--- src/rtl/rd_burst_gen.sv ---
// Splits a read command into AXI AR bursts and pushes one descriptor per burst into the read-info FIFO.
// Define RD_BURST_4K_SPLIT_EN to keep every burst inside a 4 KB page.
module rd_burst_gen #(
  parameter int NUM_PU        = 1,
  parameter int D_TYPE_W      = 2,
  parameter int RD_SIZE_W     = 20,
  parameter int AXI_ADDR_W    = 32,
  parameter int MAX_BURST_LEN = 16,
  parameter int DATA_BYTES    = 8,
  localparam int PU_ID_W      = $clog2(NUM_PU) + 1
) (
  input  logic                  clk,
  input  logic                  reset,
  input  logic                  cmd_valid,
  output logic                  cmd_ready,
  input  logic [AXI_ADDR_W-1:0] cmd_addr,
  input  logic [RD_SIZE_W-1:0]  cmd_size,
  input  logic [PU_ID_W-1:0]    cmd_pu_id,
  input  logic [D_TYPE_W-1:0]   cmd_d_type,
  output logic                  ar_valid,
  input  logic                  ar_ready,
  output logic [AXI_ADDR_W-1:0] ar_addr,
  output logic [7:0]            ar_len,
  output logic                  rd_req,
  output logic [RD_SIZE_W-1:0]  rd_req_size,
  output logic [PU_ID_W-1:0]    rd_req_pu_id,
  output logic [D_TYPE_W-1:0]   rd_req_d_type,
  input  logic                  read_info_full,
  output logic                  busy
);
  localparam int BEATS_W = $clog2(MAX_BURST_LEN) + 1;
  localparam int CW      = (RD_SIZE_W > 13) ? RD_SIZE_W : 13;
  localparam int BSH     = $clog2(DATA_BYTES);

  typedef enum logic [1:0] {S_IDLE, S_CALC, S_ISSUE} state_t;

  state_t                  state_q, state_d;
  logic [AXI_ADDR_W-1:0]   addr_q, addr_d;
  logic [RD_SIZE_W-1:0]    rem_q, rem_d;
  logic [PU_ID_W-1:0]      pu_q, pu_d;
  logic [D_TYPE_W-1:0]     dt_q, dt_d;
  logic [BEATS_W-1:0]      beats_q, beats_d;
  logic [BEATS_W-1:0]      calc_beats;
  logic [CW-1:0]           cand;
  logic                    push;

  // Burst size candidate; the page limit is always >= 1 because addr is beat-aligned.
  always_comb begin
    cand = (CW'(rem_q) < CW'(MAX_BURST_LEN)) ? CW'(rem_q) : CW'(MAX_BURST_LEN);
`ifdef RD_BURST_4K_SPLIT_EN
    if (((CW'(4096) - CW'(addr_q[11:0])) >> BSH) < cand)
      cand = (CW'(4096) - CW'(addr_q[11:0])) >> BSH;
`endif
    calc_beats = BEATS_W'(cand);
  end

  always_comb begin
    state_d = state_q;
    addr_d  = addr_q;
    rem_d   = rem_q;
    pu_d    = pu_q;
    dt_d    = dt_q;
    beats_d = beats_q;
    push    = 1'b0;
    case (state_q)
      S_IDLE: begin
        if (cmd_valid) begin
          addr_d = cmd_addr;
          rem_d  = cmd_size;
          pu_d   = cmd_pu_id;
          dt_d   = cmd_d_type;
          if (cmd_size != '0) state_d = S_CALC;
        end
      end
      S_CALC: begin
        beats_d = calc_beats;
        if (!read_info_full) begin
          push    = 1'b1;
          state_d = S_ISSUE;
        end
      end
      S_ISSUE: begin
        if (ar_ready) begin
          addr_d  = addr_q + (AXI_ADDR_W'(beats_q) << BSH);
          rem_d   = rem_q - RD_SIZE_W'(beats_q);
          state_d = (rem_q == RD_SIZE_W'(beats_q)) ? S_IDLE : S_CALC;
        end
      end
      default: state_d = S_IDLE;
    endcase
  end

  always_ff @(posedge clk or posedge reset) begin
    if (reset) begin
      state_q <= S_IDLE;
      addr_q  <= '0;
      rem_q   <= '0;
      pu_q    <= '0;
      dt_q    <= '0;
      beats_q <= '0;
    end else begin
      state_q <= state_d;
      addr_q  <= addr_d;
      rem_q   <= rem_d;
      pu_q    <= pu_d;
      dt_q    <= dt_d;
      beats_q <= beats_d;
    end
  end

  // Outputs decode from state, so async reset clears them without a clock edge.
  assign cmd_ready     = (state_q == S_IDLE) && !reset;
  assign busy          = (state_q != S_IDLE);
  assign ar_valid      = (state_q == S_ISSUE);
  assign ar_addr       = ar_valid ? addr_q : '0;
  assign ar_len        = ar_valid ? 8'(beats_q - 1'b1) : 8'd0;
  assign rd_req        = push;
  assign rd_req_size   = push ? RD_SIZE_W'(calc_beats - 1'b1) : '0;
  assign rd_req_pu_id  = push ? pu_q : '0;
  assign rd_req_d_type = push ? dt_q : '0;
endmodule

--- config.mk ---
export PLATFORM = sky130hd
export DESIGN_NAME = rd_burst_gen
export DESIGN_NICKNAME = d
export VERILOG_FILES = /design/src/rtl/rd_burst_gen.sv
export SDC_FILE = /design/constraint.sdc
export NUM_CORES = 1
export LEC_CHECK = 0
export CORE_AREA = 3 3 98 109
export DETAILED_ROUTE_END_ITERATION = 12
export DIE_AREA = 0 0 101 112
export PLACE_DENSITY = 0.79
export SYNTH_ARGS = -nofsm -noshare
export SYNTH_HDL_FRONTEND = slang
export SYNTH_SLANG_ARGS = --single-unit
--- constraint.sdc ---
create_clock -name clk -period 4.6 [get_ports clk]
set_clock_uncertainty 0.1 [all_clocks]
set_input_delay 0.92 -clock clk [delete_from_list [all_inputs] [get_ports clk]]
set_output_delay 0.92 -clock clk [all_outputs]
set_load 0.03 [all_outputs]
Word level (Yosys, flattened, before mapping)
Index checks and enable logic that the tools add are counted.
{"block": "word_totals", "ff_bits": 62, "input_bits": 60, "output_inout_bits": 67, "elab_cells": 47}
{"block": "op_classes", "n_addsub": 4, "magnitude_cmp": 1, "eq_ne": 7, "n_mux": 20, "reduce_logical": 9}
{"cell": "32-bit 2-to-1 mux", "n": 3}
{"cell": "32-bit case mux with 2 select lines", "n": 1}
{"cell": "20-bit 2-to-1 mux", "n": 3}
{"cell": "20-bit case mux with 2 select lines", "n": 1}
{"cell": "32-bit by 8-bit adder with 32-bit output", "n": 1}
{"cell": "20-bit by 5-bit == test with 1-bit output", "n": 1}
{"cell": "20-bit by 5-bit < comparator with 1-bit output (second input constant)", "n": 1}
{"cell": "20-bit nonzero test", "n": 1}
{"cell": "20-bit by 5-bit subtractor with 20-bit output", "n": 1}
{"cell": "5-bit by 1-bit subtractor with 6-bit output (second input constant)", "n": 2}
{"cell": "2-bit 2-to-1 mux", "n": 5}
{"cell": "8-bit 2-to-1 mux", "n": 1}
{"cell": "2-bit inequality test (second input constant)", "n": 3}
{"cell": "2-bit case mux with 3 select lines", "n": 1}
{"cell": "5-bit 2-to-1 mux", "n": 1}
{"cell": "1-bit 2-to-1 mux", "n": 4}
{"cell": "4-bit AND reduction", "n": 1}
{"cell": "2-bit nonzero test", "n": 2}
{"cell": "3-bit AND reduction", "n": 1}
{"cell": "2-bit by 1-bit == test with 1-bit output (second input constant)", "n": 1}
{"cell": "2-bit == test (second input constant)", "n": 1}
{"cell": "2-bit logical NOT", "n": 1}
{"cell": "2-bit by 1-bit inequality test with 1-bit output (second input constant)", "n": 1}
{"cell": "2-bit AND reduction", "n": 1}
{"cell": "other kinds (2)", "n": 2}

Logic depth before layout (Yosys ltp)
{"block": "depth", "depth_word": 4, "depth_mapped": 9, "mapped_depth_nobuf": 9}

Worst setup path after synthesis
Ideal clock, no wire load.
{"block": "synth_timing", "kind": "register to output", "startpoint": "reg rem_q[10]", "endpoint": "out rd_req_size[10]", "arrival_time_ns": 3.825, "required_time_ns": 3.580, "path_slack_ns": -0.245, "stages_incl_launch_ff": 7, "path_buffers": 1, "path_cell_list": "dfrtp_1 -> nor4_1 -> nand4b_1 -> nor3_2 -> nand2_1 -> nor4_1 -> buf_4"}
{"block": "synth_between", "elab_chain_cells": 4}
{"element": "start: declaration", "line_no": "39", "rtl": "logic [RD_SIZE_W-1:0] rem_q, rem_d;"}
{"element": "start signal: assignment", "line_no": "104", "rtl": "rem_q <= rem_d;"}
{"element": "20-bit by 5-bit < comparator with 1-bit output", "line_no": "49", "rtl": "cand = (CW'(rem_q) < CW'(MAX_BURST_LEN)) ? CW'(rem_q) : CW'(MAX_BURST_LEN);"}
{"element": "5-bit 2-to-1 mux", "line_no": "49"}
{"element": "5-bit by 1-bit subtractor with 6-bit output", "line_no": "118", "rtl": "assign rd_req_size = push ? RD_SIZE_W'(calc_beats - 1'b1) : '0;"}
{"element": "20-bit 2-to-1 mux", "line_no": "118"}
{"element": "end: declaration", "line_no": "25", "rtl": "output logic [RD_SIZE_W-1:0] rd_req_size,"}
Every way passes these cells.

Worst setup path in the final report
{"block": "layout_timing", "startpoint": "reg rem_q[10]", "endpoint": "out rd_req_size[4]"}
Same word-level chain as after synthesis.

==> impl_metrics.yaml <==
outcome:
  outcome: "completed"
floorplanning:
  initial_utilization_pct: 47.2
  rows: 38
  die-height_um: 112
  pin_count: 127
  die-area_um2: 11300
  core_um2: 9790
  die_width_um: 101
worst_setup_path:
  rr_worst_depth: 6
  crit_chain: "nor4_2 -> nand4b_1 -> nor3_2 -> nand2_1 -> ha_1 -> or2_2 -> o22ai_1 -> clkdlybuf4s50_1"
  endpoint_kind: "primary output"
  slowest_delay_ns: 0.69
  start_kind: "flop"
  crit_slowest_cell: "clkdlybuf4s50_1"
  arrival_ns: 3.30
  required_ns: 3.58
  r2r_start: "state_q[1]"
  rrSetupSlack_ns: 1.58
  path_max_fanout: 6
  worstSetupPathType: "reg2out"
  crit-reg2reg-capture: "rem_q[15]"
power:
  combPwrFrac_pct: 54.6
  switching_share_pct: 48.6
  power_frac_clock_pct: 13.1
  power.density_nw_per_um2: 579
  p_sw_mw: 1.69
  p_seq_share_pct: 32.3
  leakage_nw: 2.42
  peakVddDrop_v: 0.000274
  p_int_mw: 1.79
  finalPower_mw: 3.48
drt:
  drc: 0
  drtIter0Drc: 477
  wirelength_um: 14300
  drt_pass1_iterations: 5
  drt-vias-per-instance: 6.10
  ant_nets: 0
  vias: 4901
  drt-wirelength-per-cell_um: 17.8
global_route:
  grt_overflow: 0
  antenna_found_initial: 0
  gr-usage-all-layers_pct: 25.4
  grt_pass1_wl_um: 23100
  grt_pass1_vias: 4678
  grt_max_degree: 45
sta:
  drv_slew: 0
  rsz0062_at_grt: "no"
  hold_viol_final: 0
  worst_pin_slew_ns: 1.20
  min_period_over_period_pct: 93.9
  setup_viol: 0
  fin_tns_setup_ns: 0
  max_freq_mhz: 232
  period_needed_ns: 4.32
  relSlewSlack_pct: 19.5
min_path:
  hp-start: "addr_q[0]"
  whs_endpoint: "addr_q[0]"
  min_path_cells: 2
  hp-class: "reg2reg"
synthesis:
  synthArstFlopShare_pct: 100
  ys_ff_latch: 62
  syn_avg_cell_area_um2: 7.96
  synth_flop_cell: "dfrtp_1"
  yosysWarningCount: 0
  synth_edf_count: 0
  ys_seq_area_share_pct: 33.6
  syn-num-nets: 655
  postSynthCellCount: 581
  synth_area_um2: 4620
  synth.distinct_cells: 70
clock_tree:
  cts_sinks: 62
  cts_tree: "yes"
  numCtsBuffers: 9
  root_buffer: "clkbuf_8"
  cts_buffer_depth: 2
  path_clk_slew_ns: 0.07
  cts_max_level: 3
  post-cts-setup-buffers: 0
  clk_latency_ns: 0.35
place:
  dp_hpwl_um: 10300
  portBuffers: 126
  place_area_um2: 5830
  globalplace.congestion: 0.935
final_layout:
  final_common_cell: "clkdlybuf4s50_1"
  drive_above_1_share_pct: 6.43
  nets: 753
  area_delta_synth_final_pct: 30.1
  mostFrequentLayoutCells: "clkdlybuf4s50_1, nand2_1, dfrtp_1, nor2_1, and2_1"
  final_area_um2: 6010
  antennaDiodeCount: 0
job:
  max_cap_violations: 0
## worst max-delay path, delay by kind of cell, from the launching register on
kind                       cells  cell delay (ns)
AOI/OAI and AO/OA              1             0.14
buffers and inverters          1             0.69
and+or+nand+nor                5             1.46
DFF                            1             0.44
adders and majority gates      1             0.22
## cell type report
class                      count  area (µm²)
clock buffer                  16         180
sequential                    62        1550
fill                         857        3780
timing repair buffer         136        1330
multi-input combinational    449        2720
inverter                      21        78.8
tap                          120         150
## synth_stat cells (13+ instances only)
cell type	instances	area, µm²
a21oi_1	32	160
and2_1	34	213
buf_4	18	135
clkbuf_1	21	78.8
dfrtp_1	62	1550
inv_1	20	75.1
nand2_1	83	312
nand3_1	25	125
nor2_1	43	161
nor3_1	14	70.1
nor4_1	13	81.3
o21ai_0	22	110
o21ai_1	14	70.1
## metal layers
metal / GRT usage (%) / vias to the layer above / wire [µm]
li1: - / 2303 / -
met1: 32.9 / 2333 / 5820
met2: 41.8 / 237 / 7030
met3: 5.45 / 28 / 1190
met4: 8.69 / 0 / 263
met5: 0 / - / 0
## how the worst max path moves through the flow
stage	from	depth (start not counted)	end	slack, ns
2_1_floorplan	rem_q[10]	6	rd_req_size[10]	0.58
3_3_place_gp	rem_q[10]	8	rd_req_size[4]	0.58
3_5_place_dp	rem_q[10]	8	rd_req_size[4]	0.49
4_1_cts	rem_q[10]	8	rd_req_size[4]	0.1
5_1_grt	rem_q[10]	8	rd_req_size[4]	0.06
6_report	rem_q[10]	8	rd_req_size[4]	0.28
## logic make-up (layout without fill, tap and decap cells)
family          Yosys count  count (layout)  share of synthesized area [%]
buf+inv                  70             173                           7.96
xor+xnor                  9               9                           1.71
compound gates          151             151                           21.9
fa+ha+maj                14              14                           4.11
flops                    62              62                           33.6
mux                       2               2                          0.433
simple gates            273             273                           30.3
## power groups by stage
stage | registers [mW] | logic [mW] | clock network [mW]
6_report | 1.12 | 1.90 | 0.457
5_1_grt | 1.17 | 2.08 | 0.484
4_1_cts | 1.11 | 1.89 | 0.461
3_5_place_dp | 1.11 | 1.89 | 0
3_3_place_gp | 1.10 | 1.83 | 0
2_1_floorplan | 1.01 | 1.40 | 0
## sequential cells by signal, summed over array words and instances (netlist names)
register	count
pu_q	1
state_q	2
rem_q	20
addr_q	32
beats_q	5
dt_q	2
## through the flow
step	instances	worst slack (ns)	utilization, %	hold slack, ns
after global routing	804	0.0607	61.4	0.413
after detailed placement	788	0.490	59.5	0.365
after CTS	804	0.0971	61.3	0.385
after global placement	788	0.579	59.5	0.354
after floorplan	581	0.583	-	0.337
final	804	0.281	61.4	0.386
## timing repair
| action | CTS | global route |
|---|---|---|
| resized for setup | 0 | 1 |
| hold endpoints to repair | 0 | 0 |
| hold buffers | 0 | 0 |
| setup endpoints to repair | 0 | 2 |
No activity file was read; power rests on OpenSTA's default activity.
